File: src/rtl/pc_seq_pkg.sv
// ============================================================================
// Module      : pc_seq_pkg
// Description : Shared jump-mode encodings and address typedef for the
//               program-counter sequencer.
// Revision    : 1.0 - initial release
// ============================================================================
`default_nettype none

package pc_seq_pkg;

    typedef enum logic [1:0] {
        JM_SEQ = 2'd0,
        JM_J   = 2'd1,
        JM_JR  = 2'd2,
        JM_JAL = 2'd3
    } jump_mode_t;

    localparam int INSTR_BYTES_DEF = 4;
    localparam int ADDR_W_DEF      = 32;

    typedef logic [ADDR_W_DEF-1:0] addr_t;

endpackage

`default_nettype wire

File: src/rtl/ras_stack.sv
// ============================================================================
// Module      : ras_stack
// Description : Circular return-address stack. When full, a push overwrites the
//               oldest entry and raises a one-cycle overflow pulse.
// Revision    : 1.0 - initial release
// ============================================================================
`default_nettype none

module ras_stack #(
    parameter int RAS_DEPTH = 8,
    parameter int ADDR_W    = 32
) (
    input  logic                       clk,
    input  logic                       rst_n,
    input  logic                       push,
    input  logic                       pop,
    input  logic [ADDR_W-1:0]          push_data,
    output logic [$clog2(RAS_DEPTH):0] count,
    output logic [ADDR_W-1:0]          top,
    output logic                       overflow
);

    localparam int PTR_W = $clog2(RAS_DEPTH);
    localparam int CNT_W = PTR_W + 1;

    logic [ADDR_W-1:0] r_entries [RAS_DEPTH];
    logic [PTR_W-1:0]  r_wr_ptr;
    logic [CNT_W-1:0]  r_count;
    logic              r_overflow;
    logic              w_full;
    logic [PTR_W-1:0]  w_top_ptr;

    assign w_full    = (r_count == CNT_W'(RAS_DEPTH));
    assign w_top_ptr = r_wr_ptr - PTR_W'(1);

    // The write pointer wraps for free because the depth is a power of two.
    always_ff @(posedge clk or negedge rst_n) begin
        if (!rst_n) begin
            for (int i = 0; i < RAS_DEPTH; i++) begin
                r_entries[i] <= '0;
            end
            r_wr_ptr   <= '0;
            r_count    <= '0;
            r_overflow <= 1'b0;
        end else begin
            r_overflow <= push && w_full;
            if (push) begin
                r_entries[r_wr_ptr] <= push_data;
                r_wr_ptr            <= r_wr_ptr + PTR_W'(1);
                if (!w_full) begin
                    r_count <= r_count + CNT_W'(1);
                end
            end else if (pop && (r_count != '0)) begin
                r_wr_ptr <= w_top_ptr;
                r_count  <= r_count - CNT_W'(1);
            end
        end
    end

    assign count    = r_count;
    assign top      = (r_count == '0) ? '0 : r_entries[w_top_ptr];
    assign overflow = r_overflow;

endmodule

`default_nettype wire

File: src/rtl/pc_sequencer.sv
// ============================================================================
// Module      : pc_sequencer
// Description : Program-counter register with next-PC selection, stall hold and
//               a return-address stack that checks jump-register returns.
// Revision    : 1.0 - initial release
// ============================================================================
`default_nettype none

module pc_sequencer
    import pc_seq_pkg::*;
#(
    parameter int                ADDR_W      = 32,
    parameter int                RAS_DEPTH   = 8,
    parameter int                INSTR_BYTES = INSTR_BYTES_DEF,
    parameter logic [ADDR_W-1:0] RESET_PC    = '0
) (
    input  logic                       clk,
    input  logic                       rst_n,
    input  logic                       stall,
    input  logic [1:0]                 jump_mode,
    input  logic [ADDR_W-5:0]          fjump,
    input  logic [ADDR_W-1:0]          jumpreg,
    input  logic                       is_return,
    input  logic                       branch_taken,
    input  logic [ADDR_W-1:0]          branch_off,
    output logic [ADDR_W-1:0]          pc,
    output logic [ADDR_W-1:0]          pcadded,
    output logic [ADDR_W-1:0]          newdir,
    output logic [$clog2(RAS_DEPTH):0] ras_count,
    output logic [ADDR_W-1:0]          ras_top,
    output logic                       ras_overflow,
    output logic                       ret_mismatch
);

    localparam int CNT_W = $clog2(RAS_DEPTH) + 1;

    logic [ADDR_W-1:0] r_pc;
    logic              r_mismatch;
    logic [ADDR_W-1:0] w_pcadded;
    logic [ADDR_W-1:0] w_newdir;
    jump_mode_t        w_mode;
    logic              w_push;
    logic              w_pop_req;
    logic              w_ras_empty;
    logic [CNT_W-1:0]  w_ras_count;
    logic [ADDR_W-1:0] w_ras_top;

    assign w_mode    = jump_mode_t'(jump_mode);
    assign w_pcadded = r_pc + ADDR_W'(INSTR_BYTES);

    always_comb begin
        w_newdir = w_pcadded;
        if ((w_mode == JM_J) || (w_mode == JM_JAL)) begin
            w_newdir = {w_pcadded[ADDR_W-1:ADDR_W-4], fjump};
        end else if (w_mode == JM_JR) begin
            w_newdir = jumpreg;
        end else if (branch_taken) begin
            w_newdir = w_pcadded + branch_off;
        end
    end

    assign w_push      = !stall && (w_mode == JM_JAL);
    assign w_pop_req   = !stall && (w_mode == JM_JR) && is_return;
    assign w_ras_empty = (w_ras_count == '0);

    ras_stack #(
        .RAS_DEPTH (RAS_DEPTH),
        .ADDR_W    (ADDR_W)
    ) u_ras (
        .clk       (clk),
        .rst_n     (rst_n),
        .push      (w_push),
        .pop       (w_pop_req),
        .push_data (w_pcadded),
        .count     (w_ras_count),
        .top       (w_ras_top),
        .overflow  (ras_overflow)
    );

    // The RAS only predicts; the PC always follows jumpreg on a return.
    always_ff @(posedge clk or negedge rst_n) begin
        if (!rst_n) begin
            r_pc       <= RESET_PC;
            r_mismatch <= 1'b0;
        end else begin
            r_mismatch <= w_pop_req && (w_ras_empty || (w_ras_top != jumpreg));
            if (!stall) begin
                r_pc <= w_newdir;
            end
        end
    end

    assign pc           = r_pc;
    assign pcadded      = w_pcadded;
    assign newdir       = w_newdir;
    assign ras_count    = w_ras_count;
    assign ras_top      = w_ras_top;
    assign ret_mismatch = r_mismatch;

endmodule

`default_nettype wire
File: config.mk
export PLATFORM = sky130hd
export DESIGN_NAME = pc_sequencer
export DESIGN_NICKNAME = d
export VERILOG_FILES = /design/src/rtl/pc_seq_pkg.sv /design/src/rtl/ras_stack.sv /design/src/rtl/pc_sequencer.sv
export SDC_FILE = /design/constraint.sdc
export NUM_CORES = 1
export LEC_CHECK = 0
export CORE_UTILIZATION = 55
export CTS_CLUSTER_DIAMETER = 150
export CTS_CLUSTER_SIZE = 16
export DETAILED_ROUTE_END_ITERATION = 12
export GPL_ROUTABILITY_DRIVEN = 1
export HOLD_SLACK_MARGIN = 0.15
export PLACE_DENSITY = 0.8
export SETUP_SLACK_MARGIN = 0.05
export SLEW_MARGIN = 20
export SYNTH_ARGS = -nofsm -noshare
export SYNTH_HDL_FRONTEND = slang
export SYNTH_HIERARCHICAL = 1
export SYNTH_SLANG_ARGS = --single-unit
File: constraint.sdc
create_clock -name clk -period 12.1 [get_ports clk]
set_input_delay 2.42 -clock clk [delete_from_list [all_inputs] [get_ports clk]]
set_output_delay 2.42 -clock clk [all_outputs]
set_load 0.1 [all_outputs]
==> results.json, run 1 <==
{
  "end_kind": "primary output",
  "hold_viol_final": 0,
  "firstDrtPassIters": 6,
  "num_rows": 63,
  "setup_viol": 0,
  "finalSetupTns_ns": 0,
  "fin_crit_ns": 9.39,
  "status": "complete, no violations",
  "ys_seq_area_share_pct": 43.8,
  "wl_per_cell_um": 26.6,
  "io_pins": 233,
  "path_buf_inv": 3,
  "fin_crit_sh_pct": 77.6,
  "hp-class": "flop to flop",
  "cts_root_buffer": "clkbuf_16",
  "clk_pin_slew_ns": 0.07,
  "cp-start-kind": "input port",
  "syn_inst": 1451,
  "drv_slew": 0,
  "start_util_pct": 56.5,
  "synth_area_leaders": "dfrtp_1 44%, mux2_2 16%, mux4_2 8.5%",
  "gp_congestion": 0.999,
  "worst_path_most_repeated_cell": "clkdlybuf4s50_1",
  "totalWireLength_mm": 54.6,
  "dieArea_sq_um": 31600,
  "die_w_um": 178,
  "ant_nets": 0,
  "grt.total_usage_pct": 35.2,
  "cp.arrival_ns": 6.97,
  "first_iter_violations": 1404,
  "grt_pass1_wl_mm": 83.0,
  "syn2layout_area_growth_pct": 20.0,
  "port_buffers": 232,
  "die_h_um": 178,
  "coreArea_sq_um": 30000,
  "cts_hold_buffers": 0,
  "fin_worst_skew_ns": 0.0198,
  "syn_nets": 1595,
  "critPathMaxStageDelay_ns": 1.16,
  "fin_nets": 1807,
  "cp.required_ns": 9.68,
  "n_antenna_cell": 0,
  "cts_setup_buffers": 0,
  "grt_setup_unrepaired": "false",
  "path_max_fanout": 4,
  "worst_pin_slew_ns": 1.09,
  "synth.largest_area_cell": "dfrtp_1",
  "synth-warning-count": 6,
  "clk_latency_ns": 0.54,
  "cts_tree": "done",
  "synthFlopType": "dfrtp_1",
  "cts_buffers": 22,
  "synth_edf_count": 0,
  "clock_path_buffers": 3,
  "first_global_vias": 13800,
  "synth_area_sq_um": 17000,
  "relSlewSlack_pct": 27.0,
  "drc_errors": 0,
  "overflow": 0,
  "place_hpwl_mm": 37.3,
  "grt_start_max_net_pins": 164,
  "cts_resized": 0,
  "async_flop_share_pct": 100,
  "ys_ff_latch": 297,
  "syn_avg_cell_area_sq_um": 11.7,
  "synth.distinct_cells": 73,
  "final_layout_size_suffix_gt1_share_pct": 23.8,
  "vias": 13500,
  "via_per_inst": 6.59,
  "criticalPathCategory": "input port to primary output",
  "yosys.area.top_type_share_pct": 43.8,
  "grt_antenna_before_repair": 0,
  "cts.sinks": 297,
  "fill_cells": 2222,
  "maxCapViolCount": 0,
  "h-tree-depth": 1,
  "max_freq_mhz": 107,
  "worstPathCellList": "clkdlybuf4s50_1 -> ha_1 -> inv_1 -> fa_1 -> nor2b_1 -> o2111ai_1 -> a2111o_1 -> a31o_2 -> a211oi_1 -> a21oi_1 -> xor2_1 -> o21bai_1 -> clkdlybuf4s50_1",
  "slowest_stage": "clkdlybuf4s50_1",
  "cp_top_family": "compound AO/OA/AOI/OAI gates"
}
registers in the layout (all words and copies together), names as in the netlist:
| signal | cells |
|---|---|
| pc | 32 |
| u_ras/r_wr_ptr | 3 |
| ret_mismatch | 1 |
| u_ras/r_entries | 256 |
| u_ras/count | 4 |
| u_ras/overflow | 1 |
final timing paths:
path,start,endpoint,slack [ns],depth (start not counted)
setup / recovery,branch_off[0],newdir[30],2.71,13
hold / removal,u_ras/r_entries[157]$_DFFE_PN0P_,u_ras/r_entries[157]$_DFFE_PN0P_,0.49,1
setup reg to reg,pc[2]$_DFFE_PN0N_,pc[31]$_DFFE_PN0N_,6.92,15
hold reg to reg,u_ras/r_entries[157]$_DFFE_PN0P_,u_ras/r_entries[157]$_DFFE_PN0P_,0.49,1
max in group asynchronous,rst_n,u_ras/r_wr_ptr[0]$_DFFE_PN0P_,8.55,3
min in group asynchronous,rst_n,u_ras/r_entries[206]$_DFFE_PN0P_,1.83,1
final cells by class:
class                           instances  area [sq um]  share of cell area [%]
Multi-Input combinational cell       1047          9120                    44.8
Sequential cell                       297          7440                    36.5
Timing Repair Buffer                  270          2640                    13.0
Clock buffer                           24           579                    2.84
Tap cell                              390           488                    2.40
Inverter                               25          93.8                   0.461
Clock inverter                          1          8.76                  0.0430
metal layers:
metal	up-vias	global-route usage (%)	routed length [um]
met5	-	0	0
met1	6797	46.9	21400
met4	0	16.8	2700
li1	5735	-	-
met2	816	55.9	25300
met3	178	6.45	5260
cell usage after synthesis, drive strengths merged (11+ instances only):
| cell | instances |
|---|---|
| clkbuf | 38 |
| nor2 | 72 |
| a31oi | 11 |
| nand3 | 15 |
| nor3 | 19 |
| inv | 25 |
| nand4 | 19 |
| mux4 | 64 |
| ha | 43 |
| xnor2 | 51 |
| xor2 | 37 |
| buf | 44 |
| o21ai | 43 |
| a21oi | 89 |
| o31ai | 15 |
| mux2 | 278 |
| nand2 | 145 |
| dfrtp | 297 |
logic make-up after synthesis:
| group | synth area share, % |
|---|---|
| flops | 43.8 |
| mux | 27.5 |
| xor+xnor | 4.59 |
| simple gates | 8.81 |
| buf+inv | 2.84 |
| compound gates | 9.02 |
| fa+ha+maj | 3.41 |
placed cells by master (no fill, tap or decap), drive strengths merged, types with 9 or more instances in the layout:
cell type and n:
a21o 9, a21oi 89, a31oi 11, buf 40, clkbuf 24, clkdlybuf4s50 230
dfrtp 297, ha 43, inv 26, mux2 278, mux2i 10, mux4 64
nand2 145, nand3 15, nand4 19, nor2 72, nor3 19, nor4 9
o211ai 10, o21ai 43, o31ai 15, xnor2 51, xor2 37
through the flow:
step | instance area [sq um] | hold WS [ns] | cells | utilization, % | worst slack (ns)
6_report | 20400 | 0.492 | 2054 | 67.8 | 2.71
5_1_grt | 20400 | 0.518 | 2054 | 67.8 | 2.59
4_1_cts | 20300 | 0.495 | 2053 | 67.7 | 2.83
3_5_place_dp | 19700 | 0.477 | 2028 | 65.7 | 2.85
3_3_place_gp | 19700 | 0.464 | 2028 | 65.7 | 2.89
2_1_floorplan | 17000 | 0.453 | 1451 | - | 1.57
Power of run 1 is not shown: default switching activity piles up to over one toggle a cycle in this logic, so the estimate is an artifact.
==> run 2: changes to the inputs <==
--- a/config.mk
+++ b/config.mk
@@ -5,13 +5,13 @@
 export SDC_FILE = /design/constraint.sdc
 export NUM_CORES = 1
 export LEC_CHECK = 0
-export CORE_UTILIZATION = 55
+export CORE_UTILIZATION = 51
 export CTS_CLUSTER_DIAMETER = 150
 export CTS_CLUSTER_SIZE = 16
 export DETAILED_ROUTE_END_ITERATION = 12
 export GPL_ROUTABILITY_DRIVEN = 1
 export HOLD_SLACK_MARGIN = 0.15
-export PLACE_DENSITY = 0.8
+export PLACE_DENSITY = 0.78
 export SETUP_SLACK_MARGIN = 0.05
 export SLEW_MARGIN = 20
 export SYNTH_ARGS = -nofsm -noshare
==> constraint.sdc (replaced) <==
create_clock -name clk -period 8 [get_ports clk]
set_input_delay 1.6 -clock clk [delete_from_list [all_inputs] [get_ports clk]]
set_output_delay 1.6 -clock clk [all_outputs]
set_load 0.1 [all_outputs]
==> run 2 against run 1 <==
  * Worst hold slack got worse by 0.0030 ns
  * Register-to-register slack got worse by 3.8 ns
  * Count of clock-buffer cells in the layout unchanged
  * Highest routed layer is now met5
==> results.json, run 2 (same netlist as run 1, synthesis figures left out) <==
{
  "first_iter_violations": 1302,
  "clock_path_buffers": 3,
  "pre_cts_ws_ns": 1.24,
  "hp-class": "flop to flop",
  "utilization_pct": 62.9,
  "top_register": "u_ras/r_entries",
  "end_kind": "primary output",
  "max_freq_mhz": 136,
  "clk_latency_ns": 0.54,
  "relSlewSlack_pct": 26.7,
  "criticalPathCategory": "flop to primary output",
  "final.setup.worst_slack_ns": 0.654,
  "path_max_fanout": 11,
  "start_util_pct": 52.0,
  "cts_root_buffer": "clkbuf_16",
  "seq_area_sq_um": 7440,
  "first_global_vias": 13400,
  "cp-start-kind": "flop",
  "final_layout_size_suffix_gt1_share_pct": 27.1,
  "num_rows": 66,
  "grt_start_max_net_pins": 138,
  "grt_pass1_wl_mm": 83.2,
  "coreArea_sq_um": 32600,
  "cts_buffers": 22,
  "wl_per_cell_um": 26.4,
  "drc_errors": 0,
  "status": "complete, no violations",
  "setup_viol": 0,
  "cp.arrival_ns": 5.75,
  "vias": 13300,
  "drv_slew": 0,
  "finalSetupTns_ns": 0,
  "io_pins": 233,
  "syn2layout_area_growth_pct": 20.8,
  "port_buffers": 232,
  "final_cell_mix": "296 x dfrtp_1, 245 x mux2_2, 199 x clkdlybuf4s50_1, 145 x nand2_1, 89 x a21oi_1",
  "cts_resized": 0,
  "gp_congestion": 0.982,
  "h-tree-depth": 1,
  "multi_input_area_sq_um": 9320,
  "cts.sinks": 297,
  "cts_setup_buffers": 0,
  "cts_tree": "done",
  "place_hpwl_mm": 38.8,
  "ant_nets": 0,
  "overflow": 0,
  "hold_viol_final": 0,
  "maxCapViolCount": 0,
  "rrSetupSlack_ns": 3.11,
  "grt_setup_unrepaired": "false",
  "grt.total_usage_pct": 33.2,
  "dieArea_sq_um": 34000,
  "fin_nets": 1802,
  "fill_cells": 2549,
  "fin_crit_ns": 7.35,
  "grt_antenna_before_repair": 3,
  "fin_crit_sh_pct": 91.8,
  "final_common_cell": "dfrtp_1",
  "die_w_um": 184,
  "clk_pin_slew_ns": 0.07,
  "largest_register_ffs": 256,
  "n_antenna_cell": 0,
  "cp.required_ns": 6.40,
  "fin_worst_skew_ns": 0.0163,
  "via_per_inst": 6.32,
  "die_h_um": 184,
  "firstDrtPassIters": 7,
  "worst_pin_slew_ns": 1.10,
  "totalWireLength_mm": 55.5,
  "cts_hold_buffers": 0
}
[run 2: cell types whose count changed in the layout (fill, tap and decap cells not counted), moves of 7 or more]
cell,change
xor2_1,-7
xor2_2,+7
xnor2_1,-14
xnor2_2,+14
clkdlybuf4s50_1,-31
buf_4,+27
[run 2: worst max-delay path, stage by stage, from the launching register on]
cell and delay (ns):
dfrtp_1 0.45, ha_1 0.30, nand2_1 0.14, nor4_2 0.78, nand4_1 0.29, nor3_1 0.32, xor2_2 0.44, ha_1 0.43
a21o_1 0.20, a21oi_1 0.15, nor3b_1 0.21, o211ai_1 0.15, and3_1 0.21, o21a_1 0.17, o41a_1 0.33, o21ai_1 0.27
buf_4 0.35
[run 2: worst paths after layout]
kind                                                       start                                to  depth (start not counted)
worst max-delay path                           pc[2]$_DFFE_PN0N_                        newdir[31]                         16
worst min register to register  u_ras/r_entries[166]$_DFFE_PN0P_  u_ras/r_entries[166]$_DFFE_PN0P_                          1
worst max register to register                 pc[2]$_DFFE_PN0N_                pc[31]$_DFFE_PN0N_                         15
min in group asynchronous                                  rst_n   u_ras/r_entries[44]$_DFFE_PN0P_                          1
worst min-delay path            u_ras/r_entries[166]$_DFFE_PN0P_  u_ras/r_entries[166]$_DFFE_PN0P_                          1
max in group asynchronous                                  rst_n   u_ras/r_entries[23]$_DFFE_PN0P_                          3
[run 2: cell type report]
type	instances	share of cell area (%)
inverters	25	0.458
clock buffers	24	2.83
flip-flops and latches	297	36.3
repair buffers	265	12.3
well taps	442	2.70
clock inverters	1	0.0427
multi-input cells	1047	45.5
[run 2: stage by stage]
| stage | cell area [sq um] | cells | hold slack, ns |
|---|---|---|---|
| floorplan | 17200 | 1451 | 0.453 |
| global placement | 19900 | 2075 | 0.463 |
| detailed placement | 19900 | 2075 | 0.479 |
| CTS | 20500 | 2100 | 0.495 |
| global route | 20500 | 2101 | 0.510 |
| finish | 20500 | 2101 | 0.489 |
[run 2: metal layers]
metal	vias to the layer above	track usage, %	part of all wire, %
li1	5718	-	-
met1	6713	44.7	40
met2	699	51.8	46
met3	135	6.28	9.2
met4	4	15.6	4.8
met5	-	0	0.040
Power of run 2 is left out for the same reason.
